### config.mk
export PLATFORM = sky130hd
export DESIGN_NAME = mux4_rr_arbiter_flat
export DESIGN_NICKNAME = d
export VERILOG_FILES = /design/src/rtl/mux4_rr_arbiter_if.sv /design/src/rtl/mux4_rr_arbiter.sv /design/src/flat_wrapper.sv
export SDC_FILE = /design/constraint.sdc
export NUM_CORES = 1
export LEC_CHECK = 0
export CAP_MARGIN = 0
export CORE_MARGIN = 2
export CORE_UTILIZATION = 52
export CTS_CLUSTER_SIZE = 20
export DETAILED_ROUTE_END_ITERATION = 10
export GPL_ROUTABILITY_DRIVEN = 0
export MAX_ROUTING_LAYER = met4
export PLACE_DENSITY_LB_ADDON = 0.15
export SYNTH_ARGS = -nofsm -noshare
export SYNTH_HDL_FRONTEND = slang
export SYNTH_SLANG_ARGS = --single-unit
### constraint.sdc
create_clock -name clk -period 2.6 [get_ports clk]
set_clock_uncertainty 0.1 [all_clocks]
set_input_delay 0.52 -clock clk [delete_from_list [all_inputs] [get_ports clk]]
set_output_delay 0.52 -clock clk [all_outputs]
set_load 0.03 [all_outputs]
### src/rtl/mux4_rr_arbiter_if.sv
// Request/grant bundle between the four requesters and the mux select controller.
interface mux4_rr_arbiter_if;
    logic [3:0] req;
    logic [3:0] gnt;
    logic       s1;
    logic       s0;
    logic       busy;

    modport master (output req, input gnt, s1, s0, busy);
    modport slave  (input req, output gnt, s1, s0, busy);
endinterface

### src/rtl/mux4_rr_arbiter.sv
// Round-robin arbiter driving the select lines of a shared 4:1 mux.
// Optional hold-time limit with forced rotation: define MUX_ARB_TIMEOUT_EN.
module mux4_rr_arbiter #(
    parameter int unsigned MAX_HOLD = 8,
    parameter int unsigned CNT_W    = 4
) (
    input  logic                clk,
    input  logic                rst,
    mux4_rr_arbiter_if.slave    bus
);

    typedef enum logic {IDLE, GRANT} state_t;

    state_t             state_q, state_d;
    logic [3:0]         gnt_q, gnt_d;
    logic [1:0]         sel_q, sel_d;
    logic [1:0]         ptr_q, ptr_d;
    logic               busy_q, busy_d;
    logic [CNT_W-1:0]   cnt_q, cnt_d;

    logic [3:0]         others_c;
    logic               own_req_c;
    logic               any_req_c;
    logic               any_oth_c;
    logic [1:0]         win_all_c;
    logic [1:0]         win_oth_c;
    logic               timeout_c;

    if (MAX_HOLD < 2 || MAX_HOLD > (1 << CNT_W)) begin : g_bad_max_hold
        $error("mux4_rr_arbiter: MAX_HOLD outside 2..2**CNT_W");
    end

    // First asserted index scanning start, start+1, ... modulo 4.
    function automatic logic [1:0] rr_pick(input logic [3:0] r, input logic [1:0] start);
        logic [1:0] idx;
        logic       found;
        rr_pick = start;
        found   = 1'b0;
        for (int i = 0; i < 4; i++) begin
            idx = start + 2'(i);
            if (!found && r[idx]) begin
                rr_pick = idx;
                found   = 1'b1;
            end
        end
    endfunction

    always_comb begin
        own_req_c = bus.req[sel_q];
        others_c  = bus.req & ~(4'b0001 << sel_q);
        any_req_c = |bus.req;
        any_oth_c = |others_c;
        win_all_c = rr_pick(bus.req, ptr_q);
        win_oth_c = rr_pick(others_c, ptr_q);
`ifdef MUX_ARB_TIMEOUT_EN
        timeout_c = (cnt_q == CNT_W'(MAX_HOLD - 1));
`else
        timeout_c = 1'b0;
`endif
    end

    always_ff @(posedge clk or posedge rst) begin
        if (rst) begin
            state_q <= IDLE;
        end else begin
            state_q <= state_d;
        end
    end

    always_comb begin
        state_d = state_q;
        case (state_q)
            IDLE:    if (any_req_c) state_d = GRANT;
            GRANT:   if (!own_req_c && !any_oth_c) state_d = IDLE;
            default: state_d = IDLE;
        endcase
    end

    // Next grant/select/pointer/counter; a handoff excludes the current owner from the scan.
    always_comb begin
        gnt_d  = gnt_q;
        sel_d  = sel_q;
        ptr_d  = ptr_q;
        busy_d = busy_q;
        cnt_d  = cnt_q;
        case (state_q)
            IDLE: begin
                if (any_req_c) begin
                    gnt_d  = 4'b0001 << win_all_c;
                    sel_d  = win_all_c;
                    ptr_d  = win_all_c + 2'd1;
                    busy_d = 1'b1;
                    cnt_d  = '0;
                end
            end
            GRANT: begin
                if (own_req_c && !timeout_c) begin
                    cnt_d = (&cnt_q) ? cnt_q : cnt_q + CNT_W'(1);
                end else if (any_oth_c) begin
                    gnt_d = 4'b0001 << win_oth_c;
                    sel_d = win_oth_c;
                    ptr_d = win_oth_c + 2'd1;
                    cnt_d = '0;
                end else if (own_req_c) begin
                    cnt_d = '0;
                end else begin
                    gnt_d  = 4'b0000;
                    busy_d = 1'b0;
                end
            end
            default: ;
        endcase
    end

    always_ff @(posedge clk or posedge rst) begin
        if (rst) begin
            gnt_q  <= 4'b0000;
            sel_q  <= 2'd0;
            ptr_q  <= 2'd0;
            busy_q <= 1'b0;
            cnt_q  <= '0;
        end else begin
            gnt_q  <= gnt_d;
            sel_q  <= sel_d;
            ptr_q  <= ptr_d;
            busy_q <= busy_d;
            cnt_q  <= cnt_d;
        end
    end

    assign bus.gnt  = gnt_q;
    assign bus.s1   = sel_q[1];
    assign bus.s0   = sel_q[0];
    assign bus.busy = busy_q;

endmodule

### src/flat_wrapper.sv
// flat-port wrapper written by rule: the top's interface ports become plain ports
module mux4_rr_arbiter_flat 
#(
    parameter int unsigned MAX_HOLD = 8,
    parameter int unsigned CNT_W    = 4
)
  (clk, rst, bus_req, bus_gnt, bus_s1, bus_s0, bus_busy);
  mux4_rr_arbiter_if bus_i ();
  input  logic clk;
  input  logic rst;
  input wire logic [$bits(bus_i.req)-1:0] bus_req;
  output wire logic [$bits(bus_i.gnt)-1:0] bus_gnt;
  output wire logic [$bits(bus_i.s1)-1:0] bus_s1;
  output wire logic [$bits(bus_i.s0)-1:0] bus_s0;
  output wire logic [$bits(bus_i.busy)-1:0] bus_busy;
  assign bus_i.req = bus_req;
  assign bus_gnt = bus_i.gnt;
  assign bus_s1 = bus_i.s1;
  assign bus_s0 = bus_i.s0;
  assign bus_busy = bus_i.busy;
  mux4_rr_arbiter #(.MAX_HOLD(MAX_HOLD), .CNT_W(CNT_W)) u_core (.clk(clk), .rst(rst), .bus(bus_i));
endmodule
## Word level (Yosys, flattened, before mapping)

Index checks and enable logic that the tools add are counted.
W data, S select, Z words.

| storage, ports and cells | value |
|---|---|
| register bits | 10 |
| bits in latches | 0 |
| memory bits (writable) | 0 |
| memory bits (read-only) | 0 |
| input bits | 6 |
| output and inout port bits | 7 |
| logic and storage cells | 94 |
| memories | 0 |

| operators by class | value |
|---|---|
| add/sub/neg operators | 5 |
| multiply operators | 0 |
| div/mod/pow operators | 0 |
| magnitude comparators | 5 |
| eq/ne operators | 4 |
| shift operators | 3 |
| multiplexer cells | 49 |
| bitwise operators | 3 |
| reductions and logical operators | 20 |

Operators by type and width:

| cell | number |
|---|---|
| $mux W2 | 12 |
| $mux W1 | 20 |
| $bmux W1 S2 | 9 |
| $lt A2 B3 Y1 const B | 5 |
| $mux W4 | 3 |
| $shl A1 B2 Y4 const A | 3 |
| $logic_not A1 Y1 | 8 |
| $pmux W2 S2 | 2 |
| $pmux W4 S2 | 1 |
| $reduce_or A4 Y1 | 2 |
| $logic_and A1 B1 Y1 | 7 |
| $add A2 B1 Y2 const B | 3 |
| $ne A2 B2 Y1 const B | 3 |
| $reduce_and A3 Y1 | 2 |
| $add A2 B2 Y2 const B | 2 |
| $and A4 B4 Y4 | 1 |
| $not A4 Y4 | 1 |
| $pmux W1 S2 | 2 |
| $ne A2 B1 Y1 const B | 1 |
| $reduce_and A2 Y1 | 1 |
| $not A1 Y1 | 1 |

## Longest topological paths before layout

| depth | value |
|---|---|
| depth after elaboration | 19 |
| mapped depth | 7 |
| depth with buffers taken out | 6 |

## Least setup slack after synthesis

Ideal clock, no wire load.

| timing | value |
|---|---|
| kind | reg2reg |
| from | register u_core.sel_q[0] |
| to | register u_core.ptr_q[1] |
| setup time | 0.126 ns |
| arrival | 1.921 ns |
| required time | 2.374 ns |
| slack | 0.452 ns |
| cell stages (with the launch flop) | 8 |
| path buffers | 1 |
| period minus slack after synthesis | 2.148 ns |
| cells stage by stage | dfrtp_1 -> buf_6 -> mux2i_1 -> nand3_1 -> and3_1 -> a21oi_1 -> a211oi_1 -> o32a_1 |

| on the way | value |
|---|---|
| cells in the longest elaborated chain, start to end | 19 |
| elaborated cells on any way between the ends | 33 |
| those cells by class | add/sub (1); eq/ne (2); shift (1); mux (19); bitwise (2); reduce/logical (8) |

RTL lines:

| item | RTL line | RTL |
|---|---|---|
| from (decl) | mux4_rr_arbiter.sv:16 | `logic [1:0] sel_q, sel_d;` |
| from (signal assigned) | mux4_rr_arbiter.sv:124 | `sel_q <= sel_d;` |
| $shl A1 B2 Y4 | mux4_rr_arbiter.sv:50 | `others_c = bus.req & ~(4'b0001 << sel_q);` |
| $not A4 Y4 | mux4_rr_arbiter.sv:50 |  |
| $and A4 B4 Y4 | mux4_rr_arbiter.sv:50 |  |
| $bmux W1 S2 | mux4_rr_arbiter.sv:41 | `if (!found && r[idx]) begin` |
| $mux W1 (implied by the code) | mux4_rr_arbiter.sv:41 |  |
| $mux W1 | mux4_rr_arbiter.sv:41 |  |
| $logic_not A1 Y1 | mux4_rr_arbiter.sv:41 |  |
| $logic_and A1 B1 Y1 | mux4_rr_arbiter.sv:41 |  |
| (+3 left out) | - |  |
| $mux W1 | mux4_rr_arbiter.sv:41 |  |
| $logic_not A1 Y1 | mux4_rr_arbiter.sv:41 |  |
| $logic_and A1 B1 Y1 | mux4_rr_arbiter.sv:41 |  |
| $mux W2 | mux4_rr_arbiter.sv:41 |  |
| $add A2 B1 Y2 | mux4_rr_arbiter.sv:102 | `ptr_d = win_oth_c + 2'd1;` |
| $mux W2 | mux4_rr_arbiter.sv:99 | `end else if (any_oth_c) begin` |
| $mux W2 | mux4_rr_arbiter.sv:97 | `if (own_req_c && !timeout_c) begin` |
| $pmux W2 S2 | mux4_rr_arbiter.sv:86 | `case (state_q)` |
| to (signal assigned) | mux4_rr_arbiter.sv:125 | `ptr_q <= ptr_d;` |
| to (decl) | mux4_rr_arbiter.sv:17 | `logic [1:0] ptr_q, ptr_d;` |

Parallel ways exist; a longest one is shown, timed or not. The select of a mux whose other input is x is not followed.
A chain may end at the register's enable or synchronous reset.

## Worst setup path in the final report

| timing | value |
|---|---|
| from | input port bus_req[2] |
| to | register u_core.ptr_q[1] |

| on the way | value |
|---|---|
| cells in the longest elaborated chain, start to end | 17 |
| elaborated cells on any way between the ends | 55 |
| those cells by class | add/sub (2); eq/ne (3); mux (34); bitwise (1); reduce/logical (15) |

RTL lines:

| item | RTL line | RTL |
|---|---|---|
| from (decl) | flat_wrapper.sv:11 | `input wire logic [$bits(bus_i.req)-1:0] bus_req;` |
| $and A4 B4 Y4 | mux4_rr_arbiter.sv:50 |  |
| $bmux W1 S2 | mux4_rr_arbiter.sv:41 |  |
| $mux W1 (implied by the code) | mux4_rr_arbiter.sv:41 |  |
| $mux W1 | mux4_rr_arbiter.sv:41 |  |
| $logic_not A1 Y1 | mux4_rr_arbiter.sv:41 |  |
| $logic_and A1 B1 Y1 | mux4_rr_arbiter.sv:41 |  |
| $mux W1 | mux4_rr_arbiter.sv:41 |  |
| $logic_not A1 Y1 | mux4_rr_arbiter.sv:41 |  |
| $logic_and A1 B1 Y1 | mux4_rr_arbiter.sv:41 |  |
| $mux W1 | mux4_rr_arbiter.sv:41 |  |
| $logic_not A1 Y1 | mux4_rr_arbiter.sv:41 |  |
| $logic_and A1 B1 Y1 | mux4_rr_arbiter.sv:41 |  |
| $mux W2 | mux4_rr_arbiter.sv:41 |  |
| $add A2 B1 Y2 | mux4_rr_arbiter.sv:102 |  |
| $mux W2 | mux4_rr_arbiter.sv:99 |  |
| $mux W2 | mux4_rr_arbiter.sv:97 |  |
| $pmux W2 S2 | mux4_rr_arbiter.sv:86 |  |

Parallel ways exist; a longest one is shown, timed or not. The select of a mux whose other input is x is not followed.

==> impl_metrics.json <==
{
  "track_usage_pct": 24.8,
  "path_cells": "clkdlybuf4s50_1 > nor2b_1 > o21ai_0 > o211ai_1 > and2_1 > a211oi_1 > o32a_1",
  "critPathRequiredTime_ns": 2.64,
  "final_hold_viol_count": 0,
  "synth_area_um2": 856,
  "async_flop_share_pct": 100,
  "grt_max_degree": 15,
  "netlist_instances": 107,
  "worstRegToRegCells": 5,
  "hpwlAfterDp_um": 1570,
  "cp_max_fo": 8,
  "root_buffer": "clkbuf_4",
  "slew_viol_final": 0,
  "fillers": 116,
  "yosysTopAreaCell": "dfrtp_1",
  "min_period_ns": 2.43,
  "rrSetupSlack_ns": 0.37,
  "worstSetupPathType": "in -> reg",
  "cts-hold-fix-buffers": 0,
  "post-route-cell-area_mm2": 0.00107,
  "yosysMostFrequentCell": "nor2_1",
  "max_clock_freq_ghz": 0.412,
  "die_w_um": 44.6,
  "routed_wl_um": 2060,
  "yosys.cell_types.count": 42,
  "antenna_found_initial": 0,
  "slew_headroom_pct": 68.0,
  "antenna-diode-count": 0,
  "grt_pass1_wl_um": 3570,
  "fin_nets": 134,
  "cts_sinks": 10,
  "cp_slowest_stage_delay_ns": 0.59,
  "clockPowerShare_pct": 10.2,
  "yosys-top-cells-area": "dfrtp_1, nor2_1, a21oi_1",
  "ys.flop_type": "dfrtp_1",
  "vdd_drop_max_mv": 0.772,
  "tns_ns": 0,
  "cp-start-kind": "input pin",
  "internal_power_uw": 735,
  "pwr-share-seq_pct": 25.0,
  "hold_path_class": "in -> async",
  "via_per_inst": 6.28,
  "multiInputGateArea_um2": 509,
  "fin_util_pct": 70.5,
  "rows": 14,
  "ios": 13,
  "ys_top_cells_by_count": "nor2_1, inv_1, a21oi_1, dfrtp_1, buf_2",
  "clk_pin_slew_ns": 0.07,
  "fp.dieArea_mm2": 0.00199,
  "drtAntennaViolNets": 0,
  "dr.pass1.iters": 4,
  "syn-num-nets": 113,
  "p_switching_uw": 604,
  "netlist.area_leader.share_pct": 29.2,
  "critPathCaptureType": "flop",
  "dp_slack_ns": -0.0555,
  "vias": 898,
  "tightest_slew_ns": 0.480,
  "r2r_start": "u_core.sel_q[0]",
  "clock_path_buffers": 2,
  "ys_seq_elements": 10,
  "clk_latency_ns": 0.27,
  "cp_slowest_cell": "clkdlybuf4s50_1",
  "timing.final.crit_share_pct": 93.3,
  "areaGrowthSynthToFinish_pct": 25.6,
  "drive_gt1_share_pct": 16.5,
  "drt_iter0_drc": 43,
  "reg2reg_to": "u_core.ptr_q[1]",
  "max-cap-violations": 0,
  "total_leakage_power_uw": 0.000492,
  "whs_ns": 0.438,
  "crit_arrival_ns": 2.47,
  "status": "completed",
  "syn_avg_cell_area_um2": 8.00,
  "die_h_um": 44.6,
  "setup_slack_ns": 0.174,
  "cts_tree": "yes",
  "start_util_pct": 56.2,
  "ys_seq_area_share_pct": 29.2,
  "core-area_mm2": 0.00152,
  "switching_share_pct": 45.1,
  "setup_viol": 0,
  "avgRoutedWirePerCell_um": 14.4,
  "synth-edff-count": 0,
  "cp.buffers_inverters": 1,
  "portBuffers": 12,
  "path_delay_family": "compound AO/OA/AOI/OAI gates",
  "yosysWarnings": 0,
  "drc": 0,
  "cts_made_buffers": 3,
  "seqCellArea_um2": 250,
  "grt-ovfl-total": 0,
  "rsz0062_at_grt": "false",
  "htreeDepth": 1,
  "post_cts_buffers": 0,
  "combinationalPowerShare_pct": 64.8,
  "cts.repair.resized": 0,
  "placed_area_mm2": 0.00104,
  "grt_pass1_vias": 817,
  "power.density_mw_per_mm2": 1250
}
[flip-flops by register name, summed over array words and instances (netlist names)]
signal           flops
u_core.state_q       1
u_core.bus.busy      1
u_core.bus.gnt       4
u_core.sel_q         2
u_core.ptr_q         2
[area by class of cell]
type	count	share of cell area [%]
Inverter	11	3.84
Tap cell	16	1.86
Multi-Input combinational cell	77	47.4
Timing Repair Buffer	25	20.3
Sequential cell	10	23.3
Clock buffer	4	3.38
[metrics by stage]
| step | power (uW) | std cells |
|---|---|---|
| 2_1_floorplan | 926 | 107 |
| 3_3_place_gp | 1170 | 139 |
| 3_5_place_dp | 1190 | 139 |
| 4_1_cts | 1330 | 143 |
| 5_1_grt | 1440 | 143 |
| 6_report | 1340 | 143 |
[cells in the final DEF (no fill, tap or decap), types with 3 or more instances in the layout]
master            n
a211oi_1          4
a21o_1            3
a21oi_1          10
buf_4            13
clkbuf_4          3
clkdlybuf4s50_1  12
dfrtp_1          10
inv_1            11
nand2_1           4
nand2b_1          3
nor2_1           15
o21ai_0           3
o32a_1            3
[worst max path at each step]
| stage | depth (start not counted) | end | startpoint | slack, ns |
|---|---|---|---|---|
| finish | 7 | u_core.ptr_q[1] | bus_req[2] | 0.17 |
| global route | 7 | u_core.ptr_q[1] | bus_req[2] | 0.07 |
| CTS | 7 | u_core.ptr_q[1] | bus_req[2] | 0.21 |
| detailed placement | 7 | u_core.ptr_q[1] | bus_req[2] | -0.06 |
| global placement | 6 | u_core.ptr_q[1] | bus_req[3] | -0.02 |
| floorplan | 7 | u_core.ptr_q[1] | u_core.sel_q[0] | 0.45 |
[logic make-up after synthesis]
logic type / after synthesis / synth area share [%]
AOI/OAI and AO/OA: 36 / 30.3
xor gates and xnor gates: 1 / 1.02
buffers and inverters: 20 / 11.3
DFF: 10 / 29.2
muxes: 3 / 5.56
and+or+nand+nor: 37 / 22.7
[power by group through the flow]
stage / registers (uW) / clock network (uW) / logic (uW)
after floorplan: 371 / 0 / 555
after global placement: 331 / 0 / 837
after detailed placement: 332 / 0 / 856
after CTS: 329 / 143 / 861
after global routing: 348 / 152 / 944
final: 334 / 137 / 868
[routing by layer]
| layer | vias to the layer above | share of wire [%] | GRT usage (%) |
|---|---|---|---|
| li1 | 427 | - | - |
| met1 | 433 | 46 | 31.8 |
| met2 | 36 | 47 | 39.1 |
| met3 | 2 | 7.3 | 6.94 |
| met4 | 0 | 0.19 | 4.24 |
| met5 | - | 0 | - |
(Power assumes the default switching activity.)
